$ cat config.mk
export PLATFORM = sky130hd
export DESIGN_NAME = slave_piso_tx_ctrl
export DESIGN_NICKNAME = d
export VERILOG_FILES = /design/src/rtl/slave_i2c_pkg.sv /design/src/rtl/slave_tx_hold_buf.sv /design/src/rtl/slave_piso_tx_ctrl.sv
export SDC_FILE = /design/constraint.sdc
export NUM_CORES = 1
export LEC_CHECK = 0
export CAP_MARGIN = 5
export CORE_ASPECT_RATIO = 0.5
export CORE_MARGIN = 3
export CORE_UTILIZATION = 41
export CTS_BUF_LIST = sky130_fd_sc_hd__clkbuf_8
export DETAILED_ROUTE_END_ITERATION = 6
export GPL_TIMING_DRIVEN = 0
export PLACE_DENSITY_LB_ADDON = 0.08
export SLEW_MARGIN = 20
export SYNTH_ARGS = -nofsm -noshare
export SYNTH_HDL_FRONTEND = slang
export SYNTH_SLANG_ARGS = --single-unit
$ cat constraint.sdc
create_clock -name slave_scl_sixt -period 1.2 [get_ports slave_scl_sixt]
set_input_delay 0.18 -clock slave_scl_sixt [delete_from_list [all_inputs] [get_ports slave_scl_sixt]]
set_output_delay 0.18 -clock slave_scl_sixt [all_outputs]
set_load 0.1 [all_outputs]
$ cat src/rtl/slave_i2c_pkg.sv
// Shared types and constants for the I2C slave transmit data path.
package slave_i2c_pkg;

  // Transmit shifter states (2-bit encoding)
  typedef enum logic [1:0] {
    ST_IDLE  = 2'd0,
    ST_SHIFT = 2'd1,
    ST_ACK   = 2'd2
  } slave_tx_state_t;

  // Level driven on the serial output when no data bit is presented (released SDA)
  localparam logic SLAVE_IDLE_LVL = 1'b1;

endpackage

$ cat src/rtl/slave_tx_hold_buf.sv
// One-word hold buffer for the slave transmit shifter: stores the next word
// while the current one is being serialised. Flush has priority over take,
// take over load. Updates on the falling edge of the SCL-derived clock.
module slave_tx_hold_buf #(
  parameter int DATA_W = 8
) (
  input  logic              i_clk,
  input  logic              i_rst_n,
  input  logic              i_load,
  input  logic [DATA_W-1:0] i_data,
  input  logic              i_take,
  input  logic              i_flush,
  output logic [DATA_W-1:0] o_data,
  output logic              o_full
);

  logic [DATA_W-1:0] r_data;
  logic              r_full;

  // Buffer word and full flag
  always_ff @(negedge i_clk or negedge i_rst_n) begin
    if (!i_rst_n) begin
      r_data <= '0;
      r_full <= 1'b0;
    end else if (i_flush) begin
      r_full <= 1'b0;
    end else if (i_take) begin
      r_full <= 1'b0;
    end else if (i_load) begin
      r_data <= i_data;
      r_full <= 1'b1;
    end
  end

  assign o_data = r_data;
  assign o_full = r_full;

endmodule

$ cat src/rtl/slave_piso_tx_ctrl.sv
// Parametrised slave transmit shifter for the I2C slave data path.
// Loads a DATA_W-bit word, serialises it under per-bit shift strobes, then
// releases SDA and samples the master's ACK/NACK. All state changes happen on
// the falling edge of slave_scl_sixt; every output is registered.
// Optional feature: define SLAVE_TX_PRELOAD_EN to add a one-word hold buffer
// that allows back-to-back words without returning to IDLE.
module slave_piso_tx_ctrl
  import slave_i2c_pkg::*;
#(
  parameter  int   DATA_W    = 8,
  parameter  bit   MSB_FIRST = 1'b1,
  parameter  logic IDLE_LVL  = SLAVE_IDLE_LVL,
  localparam int   CNT_W     = $clog2(DATA_W + 1)
) (
  input  logic              slave_scl_sixt,
  input  logic              slave_rst_n,
  input  logic [DATA_W-1:0] slave_data,
  input  logic              slave_load_data,
  input  logic              slave_shift_data,
  input  logic              slave_ack_sample,
  input  logic              slave_sda_in,
  output logic              slave_serial_out_data,
  output logic              slave_load_ready,
  output logic              slave_busy,
  output logic [CNT_W-1:0]  slave_bit_cnt,
  output logic              slave_byte_done,
  output logic              slave_ack_ok,
  output logic              slave_nack
);

`ifdef SLAVE_TX_PRELOAD_EN
  localparam bit PRELOAD = 1'b1;
`else
  localparam bit PRELOAD = 1'b0;
`endif

  slave_tx_state_t   r_state;
  logic [DATA_W-1:0] r_sreg;
  logic [CNT_W-1:0]  r_cnt;
  logic              r_serial;
  logic              r_load_ready;
  logic              r_busy;
  logic              r_byte_done;
  logic              r_ack_ok;
  logic              r_nack;

  slave_tx_state_t   w_state_nxt;
  logic [DATA_W-1:0] w_sreg_nxt;
  logic [CNT_W-1:0]  w_cnt_nxt;
  logic              w_serial_nxt;
  logic              w_ready_nxt;
  logic              w_byte_done_nxt;
  logic              w_ack_ok_nxt;
  logic              w_nack_nxt;
  logic              w_load_acc;
  logic [DATA_W-1:0] w_sreg_shifted;
  logic              w_buf_load;
  logic              w_buf_take;
  logic              w_buf_flush;
  logic              w_buf_full;
  logic              w_buf_full_nxt;
  logic [DATA_W-1:0] w_buf_data;

`ifdef SLAVE_TX_PRELOAD_EN
  slave_tx_hold_buf #(
    .DATA_W (DATA_W)
  ) u_hold_buf (
    .i_clk   (slave_scl_sixt),
    .i_rst_n (slave_rst_n),
    .i_load  (w_buf_load),
    .i_data  (slave_data),
    .i_take  (w_buf_take),
    .i_flush (w_buf_flush),
    .o_data  (w_buf_data),
    .o_full  (w_buf_full)
  );
`else
  assign w_buf_data = '0;
  assign w_buf_full = 1'b0;
`endif

  // r_load_ready already reflects state and buffer occupancy for this cycle
  assign w_load_acc = slave_load_data & r_load_ready;

  assign w_sreg_shifted = MSB_FIRST ? {r_sreg[DATA_W-2:0], 1'b0}
                                    : {1'b0, r_sreg[DATA_W-1:1]};

  // Next-state and next-output decode
  always_comb begin
    w_state_nxt     = r_state;
    w_sreg_nxt      = r_sreg;
    w_cnt_nxt       = r_cnt;
    w_byte_done_nxt = 1'b0;
    w_ack_ok_nxt    = 1'b0;
    w_nack_nxt      = 1'b0;
    w_buf_load      = 1'b0;
    w_buf_take      = 1'b0;
    w_buf_flush     = 1'b0;
    case (r_state)
      ST_IDLE: begin
        if (w_load_acc) begin
          w_sreg_nxt  = slave_data;
          w_cnt_nxt   = CNT_W'(DATA_W);
          w_state_nxt = ST_SHIFT;
        end
      end
      ST_SHIFT: begin
        w_buf_load = w_load_acc;
        if (slave_shift_data) begin
          w_sreg_nxt = w_sreg_shifted;
          w_cnt_nxt  = r_cnt - CNT_W'(1);
          if (r_cnt == CNT_W'(1)) begin
            w_state_nxt     = ST_ACK;
            w_byte_done_nxt = 1'b1;
          end
        end
      end
      ST_ACK: begin
        if (slave_ack_sample) begin
          if (!slave_sda_in) begin
            w_ack_ok_nxt = 1'b1;
            // A load arriving with the ACK while the buffer is empty goes
            // straight to the shifter so it is not stranded in the buffer.
            if (w_buf_full) begin
              w_buf_take  = 1'b1;
              w_sreg_nxt  = w_buf_data;
              w_cnt_nxt   = CNT_W'(DATA_W);
              w_state_nxt = ST_SHIFT;
            end else if (w_load_acc) begin
              w_sreg_nxt  = slave_data;
              w_cnt_nxt   = CNT_W'(DATA_W);
              w_state_nxt = ST_SHIFT;
            end else begin
              w_state_nxt = ST_IDLE;
            end
          end else begin
            w_nack_nxt  = 1'b1;
            w_buf_flush = 1'b1;
            w_state_nxt = ST_IDLE;
          end
        end else begin
          w_buf_load = w_load_acc;
        end
      end
      default: begin
        w_state_nxt = ST_IDLE;
        w_cnt_nxt   = '0;
      end
    endcase

    w_buf_full_nxt = w_buf_flush ? 1'b0 :
                     w_buf_take  ? 1'b0 :
                     w_buf_load  ? 1'b1 : w_buf_full;
    w_ready_nxt    = (w_state_nxt == ST_IDLE) | (PRELOAD & ~w_buf_full_nxt);
    w_serial_nxt   = (w_state_nxt == ST_SHIFT)
                   ? (MSB_FIRST ? w_sreg_nxt[DATA_W-1] : w_sreg_nxt[0])
                   : IDLE_LVL;
  end

  // State and registered outputs
  always_ff @(negedge slave_scl_sixt or negedge slave_rst_n) begin
    if (!slave_rst_n) begin
      r_state      <= ST_IDLE;
      r_sreg       <= '0;
      r_cnt        <= '0;
      r_serial     <= IDLE_LVL;
      r_load_ready <= 1'b1;
      r_busy       <= 1'b0;
      r_byte_done  <= 1'b0;
      r_ack_ok     <= 1'b0;
      r_nack       <= 1'b0;
    end else begin
      r_state      <= w_state_nxt;
      r_sreg       <= w_sreg_nxt;
      r_cnt        <= w_cnt_nxt;
      r_serial     <= w_serial_nxt;
      r_load_ready <= w_ready_nxt;
      r_busy       <= (w_state_nxt != ST_IDLE);
      r_byte_done  <= w_byte_done_nxt;
      r_ack_ok     <= w_ack_ok_nxt;
      r_nack       <= w_nack_nxt;
    end
  end

  assign slave_serial_out_data = r_serial;
  assign slave_load_ready      = r_load_ready;
  assign slave_busy            = r_busy;
  assign slave_bit_cnt         = r_cnt;
  assign slave_byte_done       = r_byte_done;
  assign slave_ack_ok          = r_ack_ok;
  assign slave_nack            = r_nack;

endmodule

-- Word-level counts from Yosys, hierarchy flattened
Cells that the tools add are included.
- bits in read-only memories: 0
- bits in registers: 20
- RAM bits: 0
- memories kept: 0
- bits in latches: 0
- input port bits: 14
- word-level logic and storage cells: 52
- mux-type cells: 27
- div/mod/pow operators: 0
- add/subtract/negate cells: 1
- $lt $le $gt $ge: 0
- bitwise operators: 1
- reductions and logical operators: 6
- equal/unequal tests: 7
- shift operators: 0
- multiply operators: 0
- operator list (kind ; count):
    2-to-1 mux 8 bit ; 4
    case mux 8 bit (3 select lines) ; 1
    2-to-1 mux 4 bit ; 4
    case mux 4 bit (3 select lines) ; 1
    2-to-1 mux 1 bit ; 11
    2-to-1 mux 2 bit ; 5
    != test 2 bit, second input constant ; 3
    case mux 2 bit (3 select lines) ; 1
    equality test 2 x 1 -> 1 bit, second input constant ; 2
    equality test 4 x 1 -> 1 bit, second input constant ; 1
    logical NOT 2 bit ; 2
    AND reduction 4 bit ; 1
    subtractor 4 x 1 -> 4 bit, second input constant ; 1
    AND reduction 3 bit ; 1
    nonzero test 3 bit ; 1
    equality test 2 bit, second input constant ; 1
    nonzero test 2 bit ; 1
    AND 1 bit ; 1

-- Logic depth before layout (Yosys ltp)
Gate-level depths: netlist of run 1.
- depth after elaboration: 7
- mapped depth: 6
- gate-level depth less buffers: 5

==> metrics, run 1 <==
launching element type of the critical path flip-flop; Fillers 149; combinational share of power 66.3%; count of input and output buffers 23; endpoint type of the worst setup path primary output; starting utilization of the core area 45.67%; pwr dens 2866 nW/um2; vias post-DR 981; worst-case clock buffer depth 2; overall die area 3295 um2; syn nets 118; worst flop-to-flop path endpoint r_sreg[2]; Leakage 0.8443 nW; total count of hold-check failures in the final report 0; number of detailed-route iterations in the first pass 4; worst hold-check path type flip-flop to flip-flop; data required time at the worst endpoint 1.02 ns; final count of negative-setup-slack endpoints 28; post-synthesis to final-layout area growth 70.99%; cells along the critical path buf_12; final worst slack -0.7133 ns; path depth of the worst reg2reg path 4; data arrival time at the worst-slack endpoint 1.73 ns; start-to-end type of the worst setup path flip-flop to primary output; gate family responsible for the most delay along the worst path flip-flops; Root Driver clkbuf_8; net switching component of the power 0.002407 W; Maximum Capacitance Violations 0; core utilization of the finished layout 78.10%; count of antenna-violating nets left after detailed routing 0; portion of synthesized cell area occupied by the leading cell type 42.11%; CTS tree yes; sequential area share after synthesis 47.02%; worst slew pin tran 0.5270 ns; number of cell rows 12; post-route insts no fill 183; global-route usage over all layers 19.35%; final cell area excluding filler cells 1829 um2; number of max-slew violations in the final report 0; number of warning messages in the yosys log 0; peak ir drop on the vdd network 1.846 mV; flop-to-flop setup slack -0.42 ns; number of antenna violations at the first check in global routing 0; TritonCTS Buffers 3; clock insertion delay at the later pin of the skew report 0.33 ns; clk sinks 20; Final Wtd Congestion 0.7764; fraction of power consumed by sequential logic 24.2%; cell with the largest stage delay on the worst path dfstp_4; vias in the first global route 953; antenna diode count 0; Crit Reg-Reg Startpoint slave_load_ready; flip-flop and latch count after synthesis 20; top fanout value on the critical path 2; hold endpoint r_sreg[0]; Sum Neg Setup Slack -10.96 ns; share of layout cells above drive strength 1 46.62%; CTS HTree Levels 1; Netlist Area Pre-Place 1070 um2; cell-internal power 0.002836 W; number of buffers inserted by hold repair at cts 0; first-pass GRT wire length 4.919 mm; WP depth 1; Die Width 78.24 um; vias per std cell 5.361; post-synthesis cell type count 39; total buffers and inverters traversed by the critical path 1; gate count after technology mapping 102; synthesized area per cell 10.49 um2; height of the chip 42.12 um; GR Overflow Total 0; final wirelength 3.034 mm; standard cell area after detailed placement 1393 um2; final hold slack 0.4349 ns; run status finished with violations; average wire per cell in the routed design 16.58 um; pin count of the biggest net entering global routing 21; number of nets at the end of the flow 165; clock share of power 9.5%; switching share of total power 45.91%; setup repair after global routing missed its margin yes; placeable core region 2342 um2; Worst slew margin 64.87%; DRC 0; clock-pin slew of the registers on the worst-case setup and hold paths 0.05 ns; placed wire-length estimate after detailed placement 1.731 mm; Layout Skew 0.05888 ns; biggest area contributors in the synthesized netlist dfrtn_1, a221o_1, dfstp_2; first-iteration detailed-routing DRC count 27; # placed instances 160; failing checks setup timing; ports placed on the boundary 24; worst hold stages 2; cell type with the largest total area after synthesis dfrtn_1; delay of the slowest cell on the worst path 0.63 ns; hold path startpoint r_sreg[0]
[per-layer routing]
metal | global-route usage (%) | vias to the layer above | part of all wire (%)
met1 | 27.06 | 490 | 47
li1 | - | 458 | -
met2 | 30.10 | 31 | 47
met4 | 2.091 | 0 | 0.33
met3 | 6.438 | 2 | 5.1
met5 | 0 | - | 0
[cell families (layout without fill, tap and decap cells)]
group / Yosys count / after routing / synth area share (%)
simple gates: 39 / 39 / 21.52
compound gates: 27 / 27 / 21.29
mux: 1 / 1 / 0.9357
fa+ha+maj: 2 / 2 / 2.339
flops: 20 / 20 / 47.02
xor+xnor: 2 / 2 / 1.638
buf+inv: 11 / 57 / 5.263
[power by group through the flow]
| stage | clock network [W] | logic, W | registers, W |
|---|---|---|---|
| floorplan | 0.0000155 | 0.000946 | 0.00208 |
| global route | 0.000543 | 0.00364 | 0.00131 |
| CTS | 0.000499 | 0.00298 | 0.00127 |
| detailed placement | 0.0000155 | 0.00231 | 0.00127 |
| finish | 0.000500 | 0.00347 | 0.00127 |
| global placement | 0.0000155 | 0.00228 | 0.00126 |
[registers in the layout (all words and copies together) (netlist names)]
name,count
r_state,2
slave_busy,1
slave_bit_cnt,4
r_sreg,8
slave_load_ready,1
slave_ack_ok,1
slave_nack,1
slave_byte_done,1
slave_serial_out_data,1
[worst reg2reg max path, stage by stage (launching register included)]
cell	delay, ns
dfstp_4	0.63
buf_4	0.14
a31oi_4	0.10
o21bai_4	0.23
a221o_1	0.31
[cells in the mapped netlist]
cell	count
nor4b_2	1
or2b_1	1
nand4_1	1
nor4bb_1	1
nor3b_1	1
o21bai_4	1
a31oi_4	1
ha_1	2
o22ai_1	1
a221oi_2	1
inv_1	6
a222oi_1	1
buf_4	1
o21ai_1	1
nand2_1	12
a21oi_1	2
nand3_1	6
o22a_1	1
buf_6	1
o21ai_0	8
and3b_1	1
buf_2	3
a22o_1	1
or2_2	1
a221o_1	6
and2_4	2
dfstp_2	2
mux2i_1	1
xnor2_1	2
and2_1	2
o32ai_1	1
a211oi_1	1
nor2b_4	1
dfrtn_1	18
nor3_2	1
nand2b_1	2
nor2b_1	2
nor2_1	4
a21o_1	1
[placed cells by master, fill, tap and decap left out, drive strengths merged, types with 2 or more instances in the layout]
| master | n |
|---|---|
| clkdlybuf4s50 | 8 |
| xnor2 | 2 |
| nor2b | 3 |
| inv | 7 |
| nor2 | 4 |
| buf | 37 |
| nand2 | 12 |
| o21ai | 9 |
| nand2b | 2 |
| dfstp | 2 |
| nand3 | 6 |
| ha | 2 |
| a221o | 6 |
| dfrtn | 18 |
| and2 | 4 |
| a21oi | 2 |
| clkbuf | 3 |
[final cells by class]
class,instances,area [um2],share of cell area [%]
buffer,5,46.29,2.531
clock buffer,3,41.29,2.257
clock inverter,3,12.51,0.6840
inverter,5,23.77,1.300
multi-input combinational,71,641.9,35.09
sequential,20,510.5,27.91
tap,35,43.79,2.394
timing repair buffer,41,509.2,27.84
[worst max path at each step]
| stage | startpoint | endpoint | slack [ns] |
|---|---|---|---|
| floorplan | slave_bit_cnt[0] | r_state[0] | -0.80 |
| global placement | slave_load_ready | slave_load_ready | -1.34 |
| detailed placement | slave_load_ready | slave_load_ready | -1.34 |
| CTS | slave_load_ready | slave_load_ready | -0.71 |
| global route | slave_load_ready | slave_load_ready | -0.74 |
| finish | slave_load_ready | slave_load_ready | -0.71 |
[through the flow]
stage / setup slack, ns / power, W
after floorplan: -0.7991 / 0.003042
after global placement: -1.342 / 0.003561
after detailed placement: -1.341 / 0.003587
after CTS: -0.7137 / 0.004749
after global routing: -0.7376 / 0.005487
final: -0.7133 / 0.005242
[repair_timing]
action / in CTS / in global routing
pin swaps: 9 / 8
buffers inserted: 13 / 7
gates cloned: 1 / 0
hold endpoints to repair: 0 / 0
endpoints found under the setup margin: 50 / 29
gates resized for setup: 127 / 19
No activity file was read; power rests on OpenSTA's default activity.
==> run 2, diff against run 1 <==
- CAP_MARGIN: 5 -> default
- GPL_ROUTABILITY_DRIVEN: default -> 0
==> results of run 2 <==
Final layout, timing and power as in run 1 (identical DEF).
